File: config.mk
export PLATFORM = sky130hd
export DESIGN_NAME = hash_state_bank
export DESIGN_NICKNAME = d
export VERILOG_FILES = /design/src/rtl/hash_state_bank_pkg.sv /design/src/rtl/hash_state_bank_word_acc.sv /design/src/rtl/hash_state_bank.sv
export SDC_FILE = /design/constraint.sdc
export NUM_CORES = 1
export LEC_CHECK = 0
export ABC_AREA = 1
export CAP_MARGIN = 20
export CORE_MARGIN = 1.5
export CORE_UTILIZATION = 53
export CTS_CLUSTER_DIAMETER = 40
export CTS_CLUSTER_SIZE = 40
export DETAILED_ROUTE_END_ITERATION = 6
export GPL_TIMING_DRIVEN = 1
export PLACE_DENSITY = 0.86
export SLEW_MARGIN = 20
export SYNTH_ARGS = -nofsm -noshare
export SYNTH_HDL_FRONTEND = slang
export SYNTH_SLANG_ARGS = --single-unit
File: constraint.sdc
create_clock -name clk -period 2.7 [get_ports clk]
set_input_delay 0.27 -clock clk [delete_from_list [all_inputs] [get_ports clk]]
set_output_delay 0.27 -clock clk [all_outputs]
set_load 0.05 [all_outputs]
File: src/rtl/hash_state_bank_pkg.sv
// Shared constants and FSM state type for the hash chaining-state bank.
package hash_state_bank_pkg;

    localparam int HSB_W_DEF      = 32;
    localparam int HSB_NWORDS_DEF = 8;

    localparam logic [255:0] SHA256_IV =
        256'h6a09e667_bb67ae85_3c6ef372_a54ff53a_510e527f_9b05688c_1f83d9ab_5be0cd19;

    typedef enum logic [1:0] {
        ST_IDLE = 2'd0,
        ST_RUN  = 2'd1,
        ST_OUT  = 2'd2
    } hsb_state_t;

endpackage

File: src/rtl/hash_state_bank_word_acc.sv
// One chaining word: IV load, midstate load and modular accumulate, in that priority.
module hash_word_acc #(
    parameter int           W    = 32,
    parameter logic [W-1:0] INIT = '0
) (
    input  logic         clk,
    input  logic         rst_n,
    input  logic         ld_iv,
    input  logic         ld_mid,
    input  logic [W-1:0] mid_word,
    input  logic         add_en,
    input  logic [W-1:0] add_word,
    output logic [W-1:0] q
);

    always_ff @(posedge clk or negedge rst_n) begin
        if (!rst_n) begin
            q <= INIT;
        end else if (ld_iv) begin
            q <= INIT;
        end else if (ld_mid) begin
            q <= mid_word;
        end else if (add_en) begin
            q <= q + add_word;
        end
    end

endmodule

File: src/rtl/hash_state_bank.sv
// Chaining-state bank for a Merkle-Damgard hash: accumulates compressor outputs into H0..Hn.
// Optional feature: define MIDSTATE_EN to save the state after the first block and restart from it.
//
// state   | meaning
// IDLE    | no message in progress, state holds IV
// RUN     | accepting compressor results
// OUT     | digest presented, waiting for consumer
module hash_state_bank
    import hash_state_bank_pkg::*;
#(
    parameter int                   W      = HSB_W_DEF,
    parameter int                   NWORDS = HSB_NWORDS_DEF,
    parameter logic [NWORDS*W-1:0]  IV     = SHA256_IV,
    parameter int                   CNTW   = 8
) (
    input  logic                   clk,
    input  logic                   rst_n,
    input  logic                   init,
    input  logic                   acc_valid,
    output logic                   acc_ready,
    input  logic [NWORDS*W-1:0]    acc_data,
    input  logic                   acc_last,
    output logic                   digest_valid,
    input  logic                   digest_ready,
    output logic [NWORDS*W-1:0]    digest_data,
    output logic [CNTW-1:0]        blk_cnt
`ifdef MIDSTATE_EN
    ,
    input  logic                   reload_mid
`endif
);

    hsb_state_t            state_q;
    logic                  reload_req;
    logic                  accept;
    logic                  hshake;
    logic                  ld_iv;
    logic                  ld_mid;
    logic [NWORDS*W-1:0]   mid_word;

`ifdef MIDSTATE_EN
    assign reload_req = reload_mid;
`else
    assign reload_req = 1'b0;
`endif

    assign acc_ready    = (state_q == ST_RUN);
    assign digest_valid = (state_q == ST_OUT);
    assign accept       = acc_valid && acc_ready && !init && !reload_req;
    assign hshake       = digest_valid && digest_ready && !init && !reload_req;
    assign ld_iv        = init || hshake;
    assign ld_mid       = reload_req && !init;

    always_ff @(posedge clk or negedge rst_n) begin
        if (!rst_n) begin
            state_q <= ST_IDLE;
            blk_cnt <= '0;
        end else if (init) begin
            state_q <= ST_RUN;
            blk_cnt <= '0;
        end else if (reload_req) begin
            state_q <= ST_RUN;
            blk_cnt <= CNTW'(1);
        end else if (accept) begin
            if (blk_cnt != '1) begin
                blk_cnt <= blk_cnt + CNTW'(1);
            end
            if (acc_last) begin
                state_q <= ST_OUT;
            end
        end else if (hshake) begin
            state_q <= ST_IDLE;
        end
    end

    // Words are packed H0 in the MSBs; each lane adds independently with no carry between lanes.
    for (genvar i = 0; i < NWORDS; i++) begin : g_word
        localparam int LSB = (NWORDS - 1 - i) * W;
        hash_word_acc #(
            .W    (W),
            .INIT (IV[LSB +: W])
        ) u_acc (
            .clk      (clk),
            .rst_n    (rst_n),
            .ld_iv    (ld_iv),
            .ld_mid   (ld_mid),
            .mid_word (mid_word[LSB +: W]),
            .add_en   (accept),
            .add_word (acc_data[LSB +: W]),
            .q        (digest_data[LSB +: W])
        );
    end

`ifdef MIDSTATE_EN
    logic [NWORDS*W-1:0] mid_q;
    logic [NWORDS*W-1:0] acc_sum;

    for (genvar i = 0; i < NWORDS; i++) begin : g_sum
        localparam int LSB = (NWORDS - 1 - i) * W;
        assign acc_sum[LSB +: W] = digest_data[LSB +: W] + acc_data[LSB +: W];
    end

    // Snapshot the post-add state of the first block so reload_mid can skip recomputing it.
    always_ff @(posedge clk or negedge rst_n) begin
        if (!rst_n) begin
            mid_q <= IV;
        end else if (accept && (blk_cnt == '0)) begin
            mid_q <= acc_sum;
        end
    end

    assign mid_word = mid_q;
`else
    assign mid_word = '0;
`endif

endmodule

* Yosys cells after proc, flatten, opt, wreduce, memory -nomap -nowiden
Index checks and enable logic that the tools add are counted.
** Word-level totals
- Bits in registers :: 266
- Input port bits :: 262
- Output and inout port bits :: 266
- Word-level logic and storage cells :: 58
** Operators by class
- $add $sub $neg :: 9
- Eq/ne operators :: 4
- Multiplexer cells :: 23
- Reductions and logical operators :: 12
** Operator list (count)
- $mux W32 :: 16
- $add A32 B32 Y32 :: 8
- $mux W8 :: 3
- $add A8 B1 Y8 const B :: 1
- $mux W2 :: 4
- $ne A8 B8 Y1 const B :: 1
- $reduce_bool A2 Y1 :: 3
- $logic_and A1 B1 Y1 :: 4
- $reduce_and A2 Y1 :: 2
- $ne A3 B3 Y1 const B :: 1
- $reduce_bool A3 Y1 :: 1
- $eq A2 B1 Y1 const B :: 1
- $eq A2 B2 Y1 const B :: 1
- $logic_not A1 Y1 :: 1
- $logic_or A1 B1 Y1 :: 1

* Longest topological paths before layout
Gate-level depths: netlist of run 1.
- Word-level depth :: 6
- Depth in mapped cells :: 15
- Depth with buffers taken out :: 15

* By module
A second synthesis of run 1 with hierarchy kept.
** Unflattened totals
- Cells, all modules :: 5435
- Area total of the unflattened synthesis :: 31501.5 um2
** By module, submodules not included
- hash_word_acc at g_word[1].u_acc :: instances 1, cells each 670, area an instance 3942.5 um2, sequential area each 824.5 um2
- hash_word_acc at g_word[2].u_acc :: instances 1, cells each 667, area an instance 3905.0 um2, sequential area each 824.5 um2
- hash_word_acc at g_word[6].u_acc :: instances 1, cells each 684, area an instance 3893.7 um2, sequential area each 823.3 um2
- hash_word_acc at g_word[7].u_acc :: instances 1, cells each 666, area an instance 3857.4 um2, sequential area each 820.8 um2
- hash_word_acc at g_word[5].u_acc :: instances 1, cells each 675, area an instance 3852.4 um2, sequential area each 817.0 um2
- hash_word_acc at g_word[3].u_acc :: instances 1, cells each 661, area an instance 3827.4 um2, sequential area each 824.5 um2
- hash_word_acc at g_word[0].u_acc :: instances 1, cells each 666, area an instance 3808.7 um2, sequential area each 820.8 um2
- hash_word_acc at g_word[4].u_acc :: instances 1, cells each 665, area an instance 3786.1 um2, sequential area each 820.8 um2
- hash_state_bank :: instances 1, cells each 81, area an instance 628.1 um2, sequential area each 250.2 um2

* Worst setup path before layout of run 1
No wires, ideal clock.
- Path type :: flip-flop to flip-flop
- Start :: register g_word[5].u_acc.q[0]
- End :: register g_word[5].u_acc.q[30]
- Library setup time :: 118 ps
- Arrival time :: 2166 ps
- Data required time :: 2582 ps
- Setup slack :: 416 ps
- Stages on the path, launching flop included :: 16
- Path buffers :: 0
- Period minus slack after synthesis :: 2284 ps
- Cells stage by stage :: dfrtp_1 > ha_1 > inv_1 > fa_1 > inv_1 > nand3_1 > nand3_1 > nand2_1 > nand2_1 > nand2_1 > nand2_1 > nand2_1 > nand2_1 > nand2_1 > nand3_1 > nand2_1
** On the way
- Word-level cells in the longest chain between the ends :: 3
** RTL lines
- start, declared :: RTL line hash_state_bank_word_acc.sv:13 : output logic [W-1:0] q
- start signal, assigned :: RTL line hash_state_bank_word_acc.sv:22 : q <= mid_word;
- start signal, assigned :: RTL line hash_state_bank_word_acc.sv:24 : q <= q + add_word;
- $add A32 B32 Y32 :: RTL line hash_state_bank_word_acc.sv:24
- $mux W32 :: RTL line hash_state_bank_word_acc.sv:23 : end else if (add_en) begin
- $mux W32 :: RTL line hash_state_bank_word_acc.sv:19 : end else if (ld_iv) begin
No other way between the ends. The select of a mux whose other input is x is not followed.
A chain may end at the register's enable or synchronous reset.

* Final worst setup path of run 1
- Start :: register g_word[7].u_acc.q[0]
- End :: register g_word[7].u_acc.q[20]
** On the way
- Word-level cells in the longest chain between the ends :: 3
** RTL lines (RTL line)
- start, declared :: hash_state_bank_word_acc.sv:13
- start signal, assigned :: hash_state_bank_word_acc.sv:22
- start signal, assigned :: hash_state_bank_word_acc.sv:24
- $add A32 B32 Y32 :: hash_state_bank_word_acc.sv:24
- $mux W32 :: hash_state_bank_word_acc.sv:23
- $mux W32 :: hash_state_bank_word_acc.sv:19
No other way between the ends. The select of a mux whose other input is x is not followed.

==> impl_metrics.toml, run 1 <==
[floorplanning]
die_w_microns = 232
num_rows = 83
io_pins = 528
die_height_microns = 232
core_area_sq_um = 51500
initial_core_util = 0.537
dieArea_sq_um = 53600

[detailed_routing]
drt-total-wl_microns = 103000
drt_iter0_markers = 2592
ant_nets = 0
drc = 0
dr_total_vias = 31900
via_per_inst = 5.38
dr.pass1.iters = 6
routedWlPerCell_microns = 17.4

[worst_setup_path]
critical-path-slowest-cell = "dfstp_2"
worstSetupEndpointType = "register"
ff2ff_setup_slack_ps = 270
path_max_fanout = 4
reg2regPathDepth = 13
rr_startpoint = "g_word[7].u_acc.q[0]"
crit_top_cell = "nand3_1"
worstPathCellList = "ha_1 > inv_1 > fa_1 > inv_1 > nand3_1 > nand3_1 > nand3_1 > nand3_1 > nand2_1 > nand2_1 > nand2_1 > nand3_1 > nand2_1"
worst-setup-path-type = "reg -> reg"
cp.arrival_ps = 2930
crit_required_ps = 3200
r2r_end = "g_word[7].u_acc.q[20]"
slowest_delay_ps = 540
crit_path_start_kind = "register"

[cts]
cts_inserted_buffers = 59
clk_pin_slew_ps = 50
htreeDepth = 2
root_buffer = "clkbuf_16"
clock_path_buffers = 3
insertion_delay_ps = 620
cts_tree = "yes"
cts_resized = 0
cts.sinks = 266

[yosys]
synth_cell_types = 48
synth-main-ff-cell = "dfstp_2"
synth_area_sq_um = 27700
yosysWarningCount = 0
ys_seq_elements = 266
synth_edf_count = 0
syn_area_per_cell_sq_um = 5.96
yosys.area.top_type_share = 0.244
synthCells = 4647
seq_area_frac_synth = 0.247
syn-num-nets = 5166
postSynth.asyncResetShare = 1.00
yosys.area.top_type = "nand2_1"
synth_area_leaders = "nand2_1, dfstp_2, dfrtp_1"

[final_layout]
drive_above_1_share = 0.0555
fin_nets = 5716
area_growth_pct = 29.8
final_common_cell = "nand2_1"
mostFrequentLayoutCells = "nand2_1, inv_1, clkdlybuf4s50_1"
postLayoutCoreUtil = 0.697

[sta]
setup_viol = 0
finalHoldViolations = 0
finalCritPeriodShare = 0.900
rsz0062_at_grt = "no"
fin_crit_ps = 2430
slew-limit-headroom = 0.350
maxSlewViolCount = 0
fin_skew_ps = 18.5
fmax_mhz = 412
tns_ps = 0
tightest_slew_ps = 974

[placement]
hpwl_microns = 81200
port_buffers = 527
gp_congestion = 1.00

[power]
p_int_w = 0.0133
switchingPower_w = 0.0104
comb_power_share = 0.452
p_leak_nw = 19.3
seq_power_share = 0.222
clock_power_share = 0.326
netSwitchingFraction = 0.438
power_density_nw_per_um2 = 658
ir_worst_vdd_v = 0.000568

[global_routing]
grt_use_total = 0.376
grt_pass1_wl_microns = 159000
grt_max_degree = 77
antenna_found_initial = 5
gr-total-overflow = 0
first_global_vias = 29800

[outcome]
outcome = "finished clean"

[min_path]
min_path_type = "in -> async"

[job]
maxCapViolCount = 0
## cells by family (layout without fill, tap and decap cells)
logic type | after synthesis | count (layout) | share of synthesized area
AOI/OAI and AO/OA | 515 | 515 | 0.101
xor gates and xnor gates | 65 | 65 | 0.0206
adders and majority gates | 257 | 257 | 0.118
buffers and inverters | 864 | 1463 | 0.120
DFF | 266 | 266 | 0.247
other | 0 | 3 | 0
and+or+nand+nor | 2680 | 2680 | 0.393
## timing repair
action	4_1_cts	5_1_grt
endpoints found under the hold margin	51	0
hold buffers	1	0
setup endpoints to repair	0	0
setup buffers	0	0
## power by group through the flow
stage	Sequential (W)	Combinational (W)	Clock, W
finish	0.00524	0.0107	0.00770
global route	0.00528	0.0117	0.00799
CTS	0.00522	0.0105	0.00778
detailed placement	0.00526	0.0105	0
global placement	0.00525	0.0104	0
floorplan	0.00679	0.00550	0
## metrics by stage
stage	power [W]	area, sq um	std cells	worst slack, ps	hold slack, ps
2_1_floorplan	0.0123	27700	4647	416	-25.6
6_report	0.0236	35900	5929	270	185
3_5_place_dp	0.0157	33800	5815	29.8	229
5_1_grt	0.0249	35900	5928	64.8	217
4_1_cts	0.0235	35900	5926	287	180
3_3_place_gp	0.0156	33800	5815	58.4	230
## flip-flops by register name, indices dropped and copies added (netlist names)
signal          count
blk_cnt             8
g_word.u_acc.q    256
state_q             2
## routing by layer
metal / vias up / GRT usage / routed length, microns
met1: 14400 / 0.473 / 41200
li1: 15700 / - / -
met2: 1548 / 0.615 / 46800
met4: 2 / 0.188 / 5510
met5: - / 0 / 13
met3: 306 / 0.0730 / 9660
## worst max path at each step
stage / from / end / slack, ps / cells past startpoint
5_1_grt: g_word[7].u_acc.q[0] / g_word[7].u_acc.q[20] / 60 / 13
6_report: g_word[7].u_acc.q[0] / g_word[7].u_acc.q[20] / 270 / 13
3_5_place_dp: acc_data[160] / g_word[2].u_acc.q[28] / 30 / 16
4_1_cts: state_q[0] / digest_valid / 290 / 2
2_1_floorplan: g_word[5].u_acc.q[0] / g_word[5].u_acc.q[30] / 420 / 15
3_3_place_gp: acc_data[160] / g_word[2].u_acc.q[28] / 60 / 16
## synth_stat cells, drive strengths merged, types with 8 or more instances
| library cell | count |
|---|---|
| nand3b | 31 |
| o21bai | 33 |
| dfstp | 136 |
| o21ai | 114 |
| xor2 | 36 |
| nor3 | 44 |
| nand4 | 21 |
| dfrtp | 130 |
| nand2 | 1806 |
| inv | 802 |
| nor2 | 383 |
| xnor2 | 29 |
| fa | 8 |
| buf | 48 |
| and2 | 18 |
| ha | 249 |
| clkbuf | 13 |
| o22ai | 25 |
| nand3 | 340 |
| or2 | 26 |
| a21oi | 304 |
| a31oi | 9 |
## worst max-delay path: cells and delay by family, from the launching register on
kind	cells	cell delay, ps
adders and majority gates	2	720
and+or+nand+nor	9	880
DFF	1	540
buffers and inverters	2	190
## layout make-up
class | instances | area [sq um]
diodes | 3 | 7.51
repair buffers | 550 | 5590
well taps | 680 | 851
fillers | 4617 | 15600
clock inverters | 44 | 547
multi-input cells | 3517 | 17500
flip-flops and latches | 266 | 6830
inverters | 803 | 3020
clock buffers | 66 | 1540
(Power assumes the default switching activity.)
==> run 2, diff against run 1 <==
Clock period 2.7 ns to 2.75 ns, I/O delays scaled along.
==> impl_metrics.toml, run 2 (synthesis gave the netlist of run 1 again) <==
[global_routing]
gr-total-overflow = 0
grt_pass1_wl_microns = 161000
first_global_vias = 30100
grt_use_total = 0.382
antenna_found_initial = 2
grt_max_degree = 130

[floorplanning]
initial_core_util = 0.537
die_height_microns = 232
core_area_sq_um = 51500
io_pins = 528
dieArea_sq_um = 53600
die_w_microns = 232
num_rows = 83

[cts]
clk_pin_slew_ps = 50
cts_tree = "yes"
ctsHoldBuffers = 1
cts.sinks = 266
cts_resized = 0
clock_path_buffers = 3
root_buffer = "clkbuf_16"
cts_inserted_buffers = 60
cts_setup_buffers = 0
insertion_delay_ps = 640
htreeDepth = 2

[outcome]
violations = "design-rule violations"
outcome = "complete, but fails checks"

[final_layout]
regMostFlops = "g_word.u_acc.q"
final_common_cell = "nand2_1"
fin_cells = 5935
postLayoutCoreUtil = 0.700
mostFrequentLayoutCells = "nand2_1, inv_1, clkdlybuf4s50_1"
reg.largest.list = "g_word.u_acc.q (256), blk_cnt (8), state_q (2)"
area_growth_pct = 30.3
fillers = 4572
largest_reg_flops = 256
fin_nets = 5721
drive_above_1_share = 0.0569

[detailed_routing]
drc = 10
dr.pass1.iters = 7
routedWlPerCell_microns = 17.7
dr_total_vias = 31800
drt-total-wl_microns = 105000
ant_nets = 0
via_per_inst = 5.36
drt_iter0_markers = 2435

[job]
maxCapViolCount = 0

[sta]
maxSlewViolCount = 0
fin_skew_ps = 23.6
finalHoldViolations = 0
slew-limit-headroom = 0.512
setup_viol = 0
fin_crit_ps = 2430
finalCritPeriodShare = 0.882
tns_ps = 0
tightest_slew_ps = 731
rsz0062_at_grt = "no"
fmax_mhz = 412

[worst_setup_path]
cp.arrival_ps = 2980
slowest_delay_ps = 540
crit_required_ps = 3310
critical-path-slowest-cell = "dfstp_2"
worstSetupEndpointType = "register"
crit_path_start_kind = "register"
path_max_fanout = 3
worstPathCellList = "ha_1 > inv_1 > fa_1 > inv_1 > nand3_1 > nand3_1 > nand2_1 > nand2_1 > nand2_1 > nand2_1 > nand2_1 > nand2_1 > nand2_1 > nand3_1 > nand2_1"
crit_top_cell = "nand2_1"
worst-setup-path-type = "reg -> reg"

[min_path]
min_path_type = "in -> reg"

[power]
power_density_nw_per_um2 = 651
ir_worst_vdd_v = 0.000583
p_int_w = 0.0132
clock_power_share = 0.332
comb_power_share = 0.448
netSwitchingFraction = 0.439
seq_power_share = 0.220
p_leak_nw = 19.4
switchingPower_w = 0.0103

[placement]
port_buffers = 527
gp_congestion = 1.01
placed_cells = 5819
hpwl_microns = 81700
-- run 2: path summary, 6_finish.rpt --
path | to | slack (ps) | cells past startpoint | startpoint
setup / recovery | g_word[7].u_acc.q[30] | 320 | 15 | g_word[7].u_acc.q[0]
hold / removal | state_q[1] | 240 | 3 | acc_last
setup reg to reg | g_word[7].u_acc.q[30] | 320 | 15 | g_word[7].u_acc.q[0]
hold reg to reg | g_word[4].u_acc.q[5] | 510 | 2 | g_word[4].u_acc.q[5]
max in group asynchronous | g_word[3].u_acc.q[24] | 1660 | 3 | rst_n
min in group asynchronous | g_word[6].u_acc.q[30] | 270 | 2 | rst_n
-- run 2: cell type report --
cell class | count | area (sq um) | share of cell area
diodes | 2 | 5.00 | 0.000139
clock buffers | 68 | 1590 | 0.0441
clock inverters | 45 | 599 | 0.0166
inverters | 803 | 3020 | 0.0837
multi-input cells | 3517 | 17500 | 0.486
flip-flops and latches | 266 | 6830 | 0.189
well taps | 680 | 851 | 0.0236
repair buffers | 554 | 5640 | 0.156
-- run 2: critical path, delay by kind of cell, from the launching register on --
| family | cells | cell delay (ps) |
|---|---|---|
| simple gates | 11 | 940 |
| fa+ha+maj | 2 | 680 |
| flops | 1 | 540 |
| buf+inv | 2 | 180 |
-- run 2: metrics by stage --
stage	total power [W]	setup slack, ps	hold WS, ps	cell area (sq um)
2_1_floorplan	0.0121	466	-20.6	27700
6_report	0.0235	324	237	36100
4_1_cts	0.0234	304	217	36100
3_3_place_gp	0.0154	157	318	33900
5_1_grt	0.0247	117	267	36100
3_5_place_dp	0.0155	129	327	33900
-- run 2: layer usage --
layer | up-vias | global-route usage | routed length, microns
met2 | 1477 | 0.633 | 48000
met3 | 304 | 0.0717 | 9690
met4 | 0 | 0.194 | 5600
li1 | 15700 | - | -
met1 | 14300 | 0.472 | 41600
met5 | - | 0 | 0
-- run 2: power groups by stage --
| stage | registers [W] | clock network (W) | logic (W) |
|---|---|---|---|
| after global routing | 0.00519 | 0.00805 | 0.0115 |
| after CTS | 0.00514 | 0.00787 | 0.0104 |
| final | 0.00516 | 0.00779 | 0.0105 |
| after global placement | 0.00517 | 0 | 0.0102 |
| after detailed placement | 0.00518 | 0 | 0.0103 |
| after floorplan | 0.00666 | 0 | 0.00540 |
